===== src/rtl/flash_pkg.sv =====
// rtl/flash_pkg.sv - opcodes, status bit and FSM states for the sector-erase controller
package flash_pkg;

    localparam logic [7:0] OP_WREN = 8'h06;
    localparam logic [7:0] OP_SE   = 8'hD8;
    localparam logic [7:0] OP_RDSR = 8'h05;

    localparam int WIP_BIT = 0;

    typedef enum logic [2:0] {
        IDLE,
        WREN,
        GAP1,
        SE,
        GAP2,
        RDSR,
        GAP3,
        DONE
    } state_t;

endpackage


===== src/rtl/spi_byte_shift.sv =====
// rtl/spi_byte_shift.sv - mode-0 SPI shifter, up to 32 bits per frame, sck = sys_clk/4
module spi_byte_shift (
    input  logic        sys_clk,
    input  logic        sys_rst,
    input  logic        start,
    input  logic [31:0] tx_data,
    input  logic [5:0]  tx_bits,
    input  logic        miso,
    output logic        sck,
    output logic        cs_n,
    output logic        mosi,
    output logic [7:0]  rx_data,
    output logic        shift_busy,
    output logic        shift_done
);

    logic [1:0]  ph;
    logic [5:0]  bits_left;
    logic [31:0] tx_shift;

    // High during ph3 of the last bit, so the caller can act on the same edge cs_n rises.
    assign shift_done = shift_busy && (ph == 2'd3) && (bits_left == 6'd0);

    always_ff @(posedge sys_clk) begin
        if (sys_rst) begin
            shift_busy <= 1'b0;
            ph         <= 2'd0;
            bits_left  <= 6'd0;
            tx_shift   <= 32'h0;
            rx_data    <= 8'h00;
            sck        <= 1'b0;
            cs_n       <= 1'b1;
            mosi       <= 1'b0;
        end else if (start) begin
            shift_busy <= 1'b1;
            ph         <= 2'd0;
            bits_left  <= tx_bits - 6'd1;
            tx_shift   <= {tx_data[30:0], 1'b0};
            sck        <= 1'b0;
            cs_n       <= 1'b0;
            mosi       <= tx_data[31];
        end else if (shift_busy) begin
            ph <= ph + 2'd1;
            unique case (ph)
                2'd1: begin
                    sck     <= 1'b1;
                    rx_data <= {rx_data[6:0], miso};
                end
                2'd3: begin
                    sck <= 1'b0;
                    if (shift_done) begin
                        shift_busy <= 1'b0;
                        cs_n       <= 1'b1;
                        mosi       <= 1'b0;
                    end else begin
                        mosi      <= tx_shift[31];
                        tx_shift  <= {tx_shift[30:0], 1'b0};
                        bits_left <= bits_left - 6'd1;
                    end
                end
                default: ;
            endcase
        end
    end

endmodule


===== src/rtl/flash_se_ctrl.sv =====
// rtl/flash_se_ctrl.sv - key-triggered WREN / SE / RDSR-poll sequencer for SPI NOR flash
module flash_se_ctrl #(
    parameter logic [23:0] SECTOR_ADDR = 24'h00_0000,
    parameter logic [7:0]  CS_GAP      = 8'd32,
    parameter logic [15:0] POLL_MAX    = 16'd60_000
) (
    input  logic       sys_clk,
    input  logic       sys_rst,
    input  logic       key_flag,
    input  logic       miso,
    output logic       sck,
    output logic       cs_n,
    output logic       mosi,
    output logic       busy,
    output logic       done,
    output logic       err,
    output logic [7:0] status
);

    import flash_pkg::*;

    state_t      state, state_next;
    logic [7:0]  gap_cnt;
    logic [15:0] poll_cnt;
    logic        gap_last;
    logic        finish_err;
    logic        start;
    logic [31:0] tx_data;
    logic [5:0]  tx_bits;
    logic        shift_busy;
    logic        shift_done;
    logic [7:0]  rx_data;

    assign gap_last = (gap_cnt == CS_GAP - 8'd1);

    spi_byte_shift u_shift (
        .sys_clk    (sys_clk),
        .sys_rst    (sys_rst),
        .start      (start),
        .tx_data    (tx_data),
        .tx_bits    (tx_bits),
        .miso       (miso),
        .sck        (sck),
        .cs_n       (cs_n),
        .mosi       (mosi),
        .rx_data    (rx_data),
        .shift_busy (shift_busy),
        .shift_done (shift_done)
    );

    // Each gap launches the next frame on its final cycle so cs_n is high exactly CS_GAP cycles.
    always_comb begin
        state_next = state;
        start      = 1'b0;
        tx_data    = {OP_RDSR, 24'h00_0000};
        tx_bits    = 6'd16;
        finish_err = 1'b0;
        unique case (state)
            IDLE: if (key_flag) state_next = WREN;
            WREN: begin
                tx_data = {OP_WREN, 24'h00_0000};
                tx_bits = 6'd8;
                start   = !shift_busy;
                if (shift_done) state_next = GAP1;
            end
            GAP1: begin
                tx_data = {OP_SE, SECTOR_ADDR};
                tx_bits = 6'd32;
                if (gap_last) begin
                    start      = 1'b1;
                    state_next = SE;
                end
            end
            SE:   if (shift_done) state_next = GAP2;
            GAP2: if (gap_last) begin
                start      = 1'b1;
                state_next = RDSR;
            end
            RDSR: if (shift_done) state_next = GAP3;
            GAP3: if (gap_last) begin
                if (!status[WIP_BIT]) begin
                    state_next = DONE;
                end else if (poll_cnt == POLL_MAX) begin
                    state_next = DONE;
                    finish_err = 1'b1;
                end else begin
                    start      = 1'b1;
                    state_next = RDSR;
                end
            end
            DONE:    state_next = IDLE;
            default: state_next = IDLE;
        endcase
    end

    always_ff @(posedge sys_clk) begin
        if (sys_rst) begin
            state    <= IDLE;
            gap_cnt  <= 8'd0;
            poll_cnt <= 16'd0;
            busy     <= 1'b0;
            done     <= 1'b0;
            err      <= 1'b0;
            status   <= 8'h00;
        end else begin
            state   <= state_next;
            gap_cnt <= ((state inside {GAP1, GAP2, GAP3}) && !gap_last) ? gap_cnt + 8'd1 : 8'd0;
            if (state == GAP2) begin
                poll_cnt <= 16'd0;
            end else if ((state == RDSR) && shift_done && (poll_cnt != 16'hFFFF)) begin
                poll_cnt <= poll_cnt + 16'd1;
            end
            if ((state == RDSR) && shift_done) status <= rx_data;
            done <= (state_next == DONE);
            busy <= !(state_next inside {IDLE, DONE});
            if ((state == IDLE) && key_flag) begin
                err <= 1'b0;
            end else if (state_next == DONE) begin
                err <= finish_err;
            end
        end
    end

endmodule


===== config.mk =====
export PLATFORM = sky130hd
export DESIGN_NAME = flash_se_ctrl
export DESIGN_NICKNAME = d
export VERILOG_FILES = /design/src/rtl/flash_pkg.sv /design/src/rtl/spi_byte_shift.sv /design/src/rtl/flash_se_ctrl.sv
export SDC_FILE = /design/constraint.sdc
export NUM_CORES = 1
export LEC_CHECK = 0
export BUFFER_PORTS_ARGS = -buffer_cell sky130_fd_sc_hd__buf_2
export CAP_MARGIN = 20
export CELL_PAD_IN_SITES_DETAIL_PLACEMENT = 1
export CELL_PAD_IN_SITES_GLOBAL_PLACEMENT = 2
export CORE_MARGIN = 2
export CORE_UTILIZATION = 25
export DETAILED_ROUTE_END_ITERATION = 10
export PLACE_DENSITY = 0.59
export SYNTH_ARGS = -nofsm -noshare
export SYNTH_HDL_FRONTEND = slang
export SYNTH_SLANG_ARGS = --single-unit

===== constraint.sdc =====
create_clock -name sys_clk -period 3.65 [get_ports sys_clk]
set_input_delay 0 -clock sys_clk [delete_from_list [all_inputs] [get_ports sys_clk]]
set_output_delay 0 -clock sys_clk [all_outputs]
set_load 0.02 [all_outputs]

* Yosys cells after proc, flatten, opt, wreduce, memory -nomap -nowiden
Cells that the tools add are included. W data, S select, Z words.
Storage, ports and cells: output and inout port bits 14, bits in registers 89, input port bits 4
Cells by class: muxes and demuxes 42, $add $sub $neg 5, bitwise logic cells 2, reductions and logical operators 28, eq/ne operators 14
Operators with widths (number):
- $mux W32 | 4
- $pmux W32 S2 | 1
- $mux W6 | 4
- $pmux W3 S8 | 1
- $mux W3 | 7
- $mux W1 | 20
- $add A16 B1 Y16 const B | 1
- $eq A16 B16 Y1 const B | 1
- $ne A16 B16 Y1 const B | 1
- $eq A3 B3 Y1 const B | 5
- $pmux W6 S2 | 1
- $sub A6 B1 Y6 const B | 2
- $reduce_bool A2 Y1 | 5
- $reduce_or A2 Y1 | 5
- $reduce_and A3 Y1 | 3
- $add A8 B1 Y8 const B | 1
- $eq A8 B5 Y1 const B | 1
- $eq A3 B2 Y1 const B | 2
- $logic_and A1 B1 Y1 | 6
- $logic_not A3 Y1 | 2
- $logic_not A6 Y1 | 1
- $mux W2 | 2
- $reduce_and A2 Y1 | 2
- $eq A3 B1 Y1 const B | 1
- 9 further kinds | 12

* Logic depth before layout (Yosys ltp)
depth in word-level cells 8, mapped depth 12

* Modules after synthesis
A second synthesis with hierarchy kept.
Second synthesis, totals: cells, all modules 504, area total of the unflattened synthesis 4221.5 um2
By module, submodules not included:
- spi_byte_shift | area an instance 2337.2 um2, times used 1, cells each 276, sequential area each 1021.0 um2
- flash_se_ctrl | area an instance 1884.3 um2, times used 1, cells each 228, sequential area each 760.7 um2

* Worst setup path after synthesis
Ideal clock, no wire load.
path kind reg-to-reg, start reg gap_cnt[0], end reg u_shift.bits_left[4], cell stages (with the launch flop) 12, required time 3.528 ns, data arrival time 2.516 ns, setup slack 1.012 ns, period minus slack after synthesis 2.638 ns, cells stage by stage dfxtp_1 > ha_1 > nand4_1 > nor4_1 > a211oi_1 > buf_2 > nand2_1 > ha_1 > nand2_1 > nor4_1 > xnor2_1 > a21oi_1
On the way: word-level cells in the longest chain between the ends 5, elaborated cells between the ends (all ways) 9, classes of those cells eq/ne: 2; mux: 4; reduce/logical: 3
RTL lines:
- start, declared | line flash_se_ctrl.sv:23 | logic [7:0] gap_cnt;
- start signal, assigned | line flash_se_ctrl.sv:107 | gap_cnt <= ((state inside {GAP1, GAP2, GAP3}) && !gap_last) ? gap_cnt + 8'd1 : 8'd0;
- $eq A8 B5 Y1 * | line flash_se_ctrl.sv:34 | assign gap_last = (gap_cnt == CS_GAP - 8'd1);
- $mux W1 (on tied branches) | line flash_se_ctrl.sv:80, flash_se_ctrl.sv:69, flash_se_ctrl.sv:75
- $pmux W1 S3 * | line flash_se_ctrl.sv:58 | unique case (state)
- $ne A2 B2 Y1 (no source line) / $reduce_bool A2 Y1 (equally long branches)
- $reduce_and A3 Y1 (no source line)
- end signal, assigned | line spi_byte_shift.sv:37 | bits_left <= tx_bits - 6'd1;
- end signal, assigned | line spi_byte_shift.sv:58 | bits_left <= bits_left - 6'd1;
- end, declared | line spi_byte_shift.sv:18 | logic [5:0] bits_left;
Mark *: on every way between the ends. The rest lies on a longest branch, timed or not. A chain may end at the register's enable or synchronous reset.

* Final worst setup path
Ends and elaborated chain as after synthesis.

==> results.md <==
Status:
- The flow ran to the end, and the final reports show no timing, DRC or antenna violations.

Final layout:
- With fillers left out, the area of the finished cells amounts to 3540 sq um.
- At the end of the flow the core is filled with cells to 30.6%.
- Cells with a size suffix above 1 make up 12.5% of the layout.
- In the final design database the tool counted 374 nets.
- Leaving out filler cells and counting taps, the final layout contains 512.
- The library cells used most frequently in the layout, excluding fill and tap cells, are sky130_fd_sc_hd__dfxtp_1, sky130_fd_sc_hd__nand2_1, sky130_fd_sc_hd__nor2_1.
- The area growth from synthesis to layout is 18.2%.
- The number of filler instances in the final layout is 1379.
- Leaving out fill and tap cells, the most frequent cell in the layout is sky130_fd_sc_hd__dfxtp_1.
- The number of antenna diodes in the final layout is 0.

Drt:
- The remaining routing DRC violations is 0.
- For this block, the via count after detailed routing is 2526.
- Once detail routing completed, the nets flagged for antenna violations numbered 0.
- The total wire length after detailed routing is 7.42 mm.
- The average detailed-routed wire length per instance is 14.5 microns.
- The detailed router finished its first iteration with 89 violations.
- Before antenna repair, the detailed router went through 4 iterations.
- The number of vias per cell after detailed routing is 4.93.

Clock tree:
- The CTS tree is built.
- CTS built an H-tree with a depth of 3.
- Clock tree synthesis found a total of 65 sinks.
- The clock transition at the registers of the reported paths is 0.06 ns.
- The maximum clock path buffer count is 2.
- The buffer cell driving the clock tree root is sky130_fd_sc_hd__clkbuf_16.
- The number of clock buffers added by TritonCTS is 9.
- The clock reaches the later pin of the worst-skew pair after 0.33 ns.
- The number of buffers inserted to repair setup after CTS is 0.

Power and ir drop:
- The analysis attributes to cell leakage a power of 1.20 nW.
- The share of total power in combinational logic is 5.5%.
- In this run, the clock network consumes 50.3% of the power.
- The total internal power is 1.31 mW.
- Sequential cells account for 44.1% of the total power.
- Of the total power, the share spent switching nets is 22.9%.
- IR analysis of the VDD net gives a maximum drop of 221 uV.
- Power spread over the standard cell area amounts to 481 nW/um^2.
- Summed over all nets, the switching power comes to 0.389 mW.

Synth:
- The share of synthesized area in the top cell type comes to 43.5%.
- The number of warnings reported in the yosys synthesis log is 0.
- Synthesis produced a netlist with a net count of 357.
- The synthesized netlist occupies a cell area of 2990 sq um.
- By area the synthesized netlist is led by sky130_fd_sc_hd__dfxtp_1, sky130_fd_sc_hd__nand2_1, sky130_fd_sc_hd__a21oi_1, sky130_fd_sc_hd__nor2_1, sky130_fd_sc_hd__xnor2_1.
- Counting every instance in the synthesized netlist gives 347.
- For this run, asynchronously set or reset flops after synthesis account for 0%.
- The average cell area after synthesis is 8.62 sq um.
- The dominant register cell in the synthesized netlist is sky130_fd_sc_hd__dfxtp_1.
- The number of register bits inferred by synthesis is 65.
- The largest total area in the synthesized netlist belongs to sky130_fd_sc_hd__dfxtp_1.
- The post-synthesis sequential area ratio is 43.5%.
- Yosys mapped a number of flops with a built-in enable equal to 0.
- The number of different library cells in the post-synthesis netlist is 48.

Global routing:
- Entering global routing, the biggest net connects 28 pins.
- The via count of the first global-routing pass was 2468.
- The remaining global-route overflow is 0.
- The global router's overall resource usage is 12.3%.
- The initial antenna violation count is 0.
- The first global-routing pass estimated 12.5 mm of wire.

Floorplan:
- The die height is 113 microns.
- The row count is 39.
- The die covers 12900 sq um.
- The starting utilization of the core area is 25.9%.
- After floorplanning, the core was sized to cover 11600 sq um.
- The die is 113 microns wide.
- Pin placement for this block handled 18 I/O pins.

Place:
- The routability congestion estimate is 0.727.
- In this run the tool buffered the top-level ports with 17 buffer cells.
- The post-detailed-placement half-perimeter wirelength is 5.13 mm.
- The area of placed instances is 3220 sq um.
- The number of cells in the design after placement is 494.

STA:
- The final number of setup-violating endpoints is 0.
- The post-route clock period utilization is 77.7%.
- Setup repair after global routing left no endpoint under its margin.
- The worst pin sits at a relative slew slack of 39.0%.
- For this run, the top clock speed supported by timing is 0.353 GHz.
- Subtracting the final worst setup slack from the clock period gives 2.84 ns.
- The worst setup skew after layout is 0.00858 ns.
- The final hold violation count came to 0.
- The slew at the pin closest to its max-slew limit is 0.915 ns.
- The post-route setup TNS is 0 ns.
- The max-slew violation count came to 0.

Worst hold path:
- The path class of the tightest hold or removal check is in -> reg.

Critical path:
- At the worst endpoint, the required time is 3.86 ns.
- For the worst setup path, the data arrival time is 3.05 ns.
- The worst setup slack for register-to-register paths is 0.81 ns.
- Along the worst path, the maximum fanout reaches 15.
- The worst setup path is launched from a flip-flop.
- The critical path class is reg -> reg.
- The worst setup path is captured at a flip-flop.

Job:
- Max-cap violations in this run came to 0.
[cell type report]
type | count | area, sq um | area share [%]
multi-input cells | 255 | 1590 | 44.8
flip-flops and latches | 65 | 1300 | 36.8
clock buffers | 11 | 243 | 6.86
well taps | 143 | 179 | 5.06
repair buffers | 23 | 135 | 3.82
clock inverters | 5 | 55.1 | 1.56
inverters | 10 | 37.5 | 1.06
[registers in the layout (all words and copies together), names as in the netlist]
name and cells:
poll_cnt 16, gap_cnt 8, status 8, u_shift.rx_data 8, u_shift.tx_shift 7, u_shift.bits_left 6, state 3, u_shift.ph 2
busy 1, done 1, err 1, u_shift.cs_n 1, u_shift.mosi 1, u_shift.sck 1, u_shift.shift_busy 1
[synth_stat cells, drive strengths merged (7+ instances only)]
cell	instances
a21oi	32
xnor2	14
dfxtp	65
nor2	35
nand4	7
clkbuf	15
nand3	11
mux2i	10
inv	10
nor3	8
nand2	44
o21ai	15
[path summary, 6_finish.rpt]
path	startpoint	end	depth (start not counted)
hold / removal	sys_rst	u_shift.rx_data[4]$_SDFFE_PP0P_	2
hold reg to reg	status[5]$_SDFFE_PP0P_	status[5]$_SDFFE_PP0P_	2
setup reg to reg	gap_cnt[0]$_SDFF_PP0_	u_shift.bits_left[4]$_SDFFE_PP0P_	11
setup / recovery	gap_cnt[0]$_SDFF_PP0_	u_shift.bits_left[4]$_SDFFE_PP0P_	11
[cell families (layout without fill, tap and decap cells)]
kind of cell	Yosys count	in the layout	synth area share [%]
compound gates	80	80	17.6
mux	10	10	3.35
buf+inv	27	49	3.47
simple gates	143	143	24.9
fa+ha+maj	6	6	2.51
xor+xnor	16	16	4.69
flops	65	65	43.5
[power by group through the flow]
stage / sequential (mW) / combinational [mW] / clock (mW)
floorplan: 0.760 / 0.0696 / 0
global placement: 0.765 / 0.0931 / 0
detailed placement: 0.765 / 0.0945 / 0
CTS: 0.750 / 0.0966 / 0.886
global route: 0.753 / 0.107 / 0.926
finish: 0.750 / 0.0942 / 0.855
[worst max-delay path, stage by stage, from the launching register on]
cell and delay [ns]:
sky130_fd_sc_hd__dfxtp_1 0.36, sky130_fd_sc_hd__ha_1 0.21, sky130_fd_sc_hd__nand4_1 0.24, sky130_fd_sc_hd__nor4_1 0.72, sky130_fd_sc_hd__a211oi_1 0.10, sky130_fd_sc_hd__buf_4 0.23, sky130_fd_sc_hd__nand2_1 0.08, sky130_fd_sc_hd__ha_1 0.25
sky130_fd_sc_hd__nand2_1 0.07, sky130_fd_sc_hd__nor4_1 0.22, sky130_fd_sc_hd__xnor2_1 0.16, sky130_fd_sc_hd__a21oi_1 0.08
[routing by layer]
layer / global-route usage [%] / vias to the layer above / wire, microns
met1: 15.9 / 1207 / 3720
met5: 0 / - / 0
met2: 19.4 / 25 / 3390
met3: 3.72 / 11 / 213
li1: - / 1283 / -
met4: 4.63 / 0 / 104
[repair_timing]
item / 4_1_cts / 5_1_grt
endpoints found under the hold margin: 2 / 0
hold buffers: 2 / 0
resized for setup: 0 / 0
setup endpoints to repair: 0 / 0
[per-stage QoR]
stage | hold slack, ns | power [mW] | worst slack, ns
floorplan | 0.113 | 0.830 | 1.01
global placement | 0.244 | 0.858 | 0.897
global route | 0.145 | 1.79 | 0.533
CTS | 0.140 | 1.73 | 0.794
finish | 0.133 | 1.70 | 0.815
detailed placement | 0.257 | 0.860 | 0.818
(Power assumes the default switching activity.)
